`config.mk`:
```
export PLATFORM = sky130hd
export DESIGN_NAME = prescaled_updown_counter
export DESIGN_NICKNAME = d
export VERILOG_FILES = /design/src/rtl/prescaled_updown_counter.sv
export SDC_FILE = /design/constraint.sdc
export NUM_CORES = 1
export LEC_CHECK = 0
export CAP_MARGIN = 20
export CORE_MARGIN = 8
export CORE_UTILIZATION = 54
export DETAILED_ROUTE_END_ITERATION = 16
export GPL_TIMING_DRIVEN = 0
export PLACE_DENSITY_LB_ADDON = 0.08
export RECOVER_POWER = 50
export SYNTH_ARGS = -nofsm -noshare
export SYNTH_HDL_FRONTEND = slang
export SYNTH_SLANG_ARGS = --single-unit
```
`constraint.sdc`:
```
create_clock -name clk -period 3 [get_ports clk]
set_input_delay 0.6 -clock clk [delete_from_list [all_inputs] [get_ports clk]]
set_output_delay 0.6 -clock clk [all_outputs]
set_load 0.01 [all_outputs]
```
`src/rtl/prescaled_updown_counter.sv`:
```
// Modulo-MOD up/down counter stepped by an on-clock prescaler enable.
// Supports synchronous load, wrap or saturate, and tick/terminal-count pulses.
module prescaled_updown_counter #(
    parameter int WIDTH = 4,
    parameter int MOD   = 16,
    parameter int PW    = 26
) (
    input  logic             clk,
    input  logic             rst,
    input  logic             en,
    input  logic             dir,
    input  logic             sat,
    input  logic             load,
    input  logic [WIDTH-1:0] load_val,
    input  logic [PW-1:0]    div,
    output logic [WIDTH-1:0] s,
    output logic             tick,
    output logic             tc,
    output logic             at_lim
);

    // Count arithmetic is one bit wider so MOD == 2**WIDTH cannot overflow.
    localparam int               LIM_I   = MOD - 1;
    localparam logic [WIDTH:0]   LIM     = LIM_I[WIDTH:0];
    localparam logic [WIDTH:0]   ONE     = {{WIDTH{1'b0}}, 1'b1};
    localparam logic [PW-1:0]    PRE_ONE = {{(PW-1){1'b0}}, 1'b1};

    logic [PW-1:0]    pre_q, pre_d;
    logic [WIDTH-1:0] s_q, s_d;
    logic             tick_q, tick_d;
    logic             tc_q, tc_d;
    logic             step;
    logic [WIDTH:0]   s_ext, s_inc, s_dec, ld_ext;

    assign s_ext  = {1'b0, s_q};
    assign s_inc  = s_ext + ONE;
    assign s_dec  = s_ext - ONE;
    assign ld_ext = {1'b0, load_val};
    // >= rather than == so lowering div below pre rolls over at once.
    assign step   = en && !load && (pre_q >= div);

    always_comb begin
        pre_d  = pre_q;
        s_d    = s_q;
        tick_d = 1'b0;
        tc_d   = 1'b0;
        if (load) begin
            pre_d = '0;
            s_d   = (ld_ext >= LIM) ? LIM[WIDTH-1:0] : load_val;
        end else if (en) begin
            tick_d = step;
            if (step) begin
                pre_d = '0;
                if (dir) begin
                    if (s_ext < LIM) begin
                        s_d  = s_inc[WIDTH-1:0];
                        tc_d = sat && (s_inc == LIM);
                    end else if (!sat) begin
                        s_d  = '0;
                        tc_d = 1'b1;
                    end
                end else begin
                    if (s_ext != '0) begin
                        s_d  = s_dec[WIDTH-1:0];
                        tc_d = sat && (s_dec == '0);
                    end else if (!sat) begin
                        s_d  = LIM[WIDTH-1:0];
                        tc_d = 1'b1;
                    end
                end
            end else begin
                pre_d = pre_q + PRE_ONE;
            end
        end
    end

    always_ff @(posedge clk or posedge rst) begin
        if (rst) begin
            pre_q  <= '0;
            s_q    <= '0;
            tick_q <= 1'b0;
            tc_q   <= 1'b0;
        end else begin
            pre_q  <= pre_d;
            s_q    <= s_d;
            tick_q <= tick_d;
            tc_q   <= tc_d;
        end
    end

    assign s      = s_q;
    assign tick   = tick_q;
    assign tc     = tc_q;
    assign at_lim = dir ? (s_ext == LIM) : (s_q == '0);

endmodule

```
==> impl_metrics.json <==
{
  "place_hpwl_um": 4860,
  "antenna_cells": 0,
  "cts.path.max_buffers": 2,
  "die_x_um": 86.1,
  "tightest_slew_ns": 1.28,
  "dr_wl_cell_um": 14.9,
  "timing_worst_setup_path_type": "primary input to register",
  "htreeDepth": 2,
  "post_route_cells_drive_above_1_share_pct": 8.40,
  "tritoncts_clock_tree": "done",
  "synth-edff-count": 0,
  "number_of_maximum_capacitance_violations": 0,
  "report.final.hold_viol_count": 0,
  "power_uw": 1010,
  "dieHeight_um": 86.1,
  "sequential_element_share_of_the_synthesized_area_pct": 30.2,
  "ys.flop_type": "dfrtp_1",
  "worstPathMaxFanout": 7,
  "preCtsSetupSlack_ns": -0.423,
  "run_status": "finished, final reports clean",
  "yosys-top-cells-count": "inv_1 (38), nand2_1 (37), dfrtp_1 (32), ha_1 (31), a21oi_1 (28)",
  "effective_utilization_at_floorplan_pct": 56.1,
  "ys_async_sr_fraction_pct": 100,
  "worst_hold_slack_ns": 0.536,
  "pin_count_of_the_biggest_net_entering_global_routing": 24,
  "holdCritPathClass": "register to register",
  "flow.area_growth_from_synthesis_pct": 24.3,
  "netlist-cell-type-count": 52,
  "p_per_area_nw_per_um2": 307,
  "yosys.area.top_type": "dfrtp_1",
  "drt_pre_antenna_iters": 4,
  "cellLeakagePower_uw": 0.00159,
  "number_of_global_route_vias_before_repair": 2416,
  "synth_area_um2": 2650,
  "num_io_pins": 43,
  "route.vias.total": 2436,
  "rsz0062_at_grt": "true",
  "globalplace.congestion": 0.804,
  "final.setup.worst_slack_ns": 0.0900,
  "clk_pin_slew_worst_paths_ns": 0.07,
  "placement_rows": 25,
  "floorplan.die_area_um2": 7410,
  "clkLatencyLatePin_ns": 0.28,
  "synth.top_cell.area_share_pct": 30.2,
  "cts-root-buf": "clkbuf_8",
  "timing.max_slew.rel_slack_pct": 14.9,
  "max_clock_freq_mhz": 344,
  "critPathArrivalTime_ns": 3.09,
  "crit_path_start_kind": "primary input",
  "cts_made_buffers": 5,
  "synth.net_count": 384,
  "postLayoutCoreUtil_pct": 69.7,
  "grt_first_pass_wirelength_um": 11400,
  "layout_skew_ns": 0.00856,
  "drtIter0Drc": 98,
  "wl_um": 6480,
  "fin_crit_ns": 2.91,
  "fin_nets": 436,
  "grt_util_all_layers_pct": 18.8,
  "yosysMostFrequentCell": "inv_1",
  "post_synth_main_area_contributors": "dfrtp_1 (30%), ha_1 (15%), inv_1 (5.4%)",
  "drt-vias-per-instance": 5.59,
  "synth_warnings": 0,
  "setup-violations-final": 0,
  "final-max-slew-violation-count": 0,
  "crit_share_post_route_pct": 97.0,
  "cts.sink_count": 32,
  "grt_overflow": 0,
  "synth.avg_cell_area_um2": 8.36,
  "worstPathRequired_ns": 3.18,
  "ys_ff_latch": 32,
  "coreArea_um2": 4720,
  "syn_inst": 317,
  "remaining_antenna_violation_count": 0,
  "worst_vdd_ir_mv": 0.374,
  "initial_antenna_violation_count": 0,
  "drc": 0,
  "worstSetupEndpointType": "register",
  "placement.io_buffers": 40
}
routing by layer:
layer | track usage (%) | wire length (um)
met1 | 23.8 | 2980
met2 | 31.1 | 3110
met3 | 3.53 | 291
met4 | 6.05 | 93
met5 | 0 | 0
power by group:
group          internal, uW  switching [uW]
clock                   204             163
combinational          98.6            92.5
sequential              438            13.8
cells in the final DEF, fill, tap and decap left out, types with 4 or more instances in the layout:
cell type	instances
a21oi_1	27
a31oi_1	9
clkbuf_1	5
clkbuf_8	7
clkdlybuf4s50_1	36
dfrtp_1	32
ha_1	31
inv_1	37
mux2i_1	4
nand2_1	37
nand3_1	17
nand4_1	9
nor2_1	16
nor2b_1	4
o21ai_0	16
or3_1	5
xor2_1	7
cells by family after synthesis:
kind of cell	share of synthesized area, %
adders and majority gates	14.6
AOI/OAI and AO/OA	21.4
DFF	30.2
and+or+nand+nor	22.1
buffers and inverters	6.98
muxes	2.31
xor gates and xnor gates	2.31
final timing paths:
kind | start | endpoint | slack, ns | cells past startpoint
hold reg to reg | pre_q[13] | pre_q[13] | 0.54 | 1
setup / recovery | div[3] | pre_q[5] | 0.09 | 10
setup reg to reg | pre_q[3] | pre_q[5] | 0.46 | 8
min in group asynchronous | rst | pre_q[7] | 0.74 | 2
max in group asynchronous | rst | s[1] | 0.76 | 3
hold / removal | pre_q[13] | pre_q[13] | 0.54 | 1
area by class of cell:
class,count,area [um2]
inverters,38,143
multi-input cells,240,1680
well taps,67,83.8
repair buffers,45,440
fillers,383,1430
clock buffers,7,96.3
flip-flops and latches,32,801
plain buffers,7,46.3
registers in the layout, summed over array words and instances, names as in the netlist:
signal  count
s           4
tick        1
tc          1
pre_q      26
what timing repair did:
action | CTS | global route
pin swaps | 1 | 4
endpoints found under the setup margin | 13 | 11
resized for setup | 3 | 5
hold buffers | 0 | 0
buffers inserted | 2 | 2
through the flow:
step	cells	area, um2	setup TNS [ns]
CTS	434	3290	-0.0266
global placement	424	3140	-6.51
floorplan	317	2650	0
detailed placement	425	3160	-7.54
global route	436	3290	-0.0580
finish	436	3290	0
critical path, stage by stage:
cell and delay [ns]:
clkdlybuf4s50_1 0.45, inv_1 0.04, ha_1 0.30, a211o_1 0.31
a21oi_2 0.14, o21ai_2 0.08, a211o_4 0.38, a211oi_4 0.30
nand2_2 0.18, o311ai_2 0.31
(Power assumes the default switching activity.)
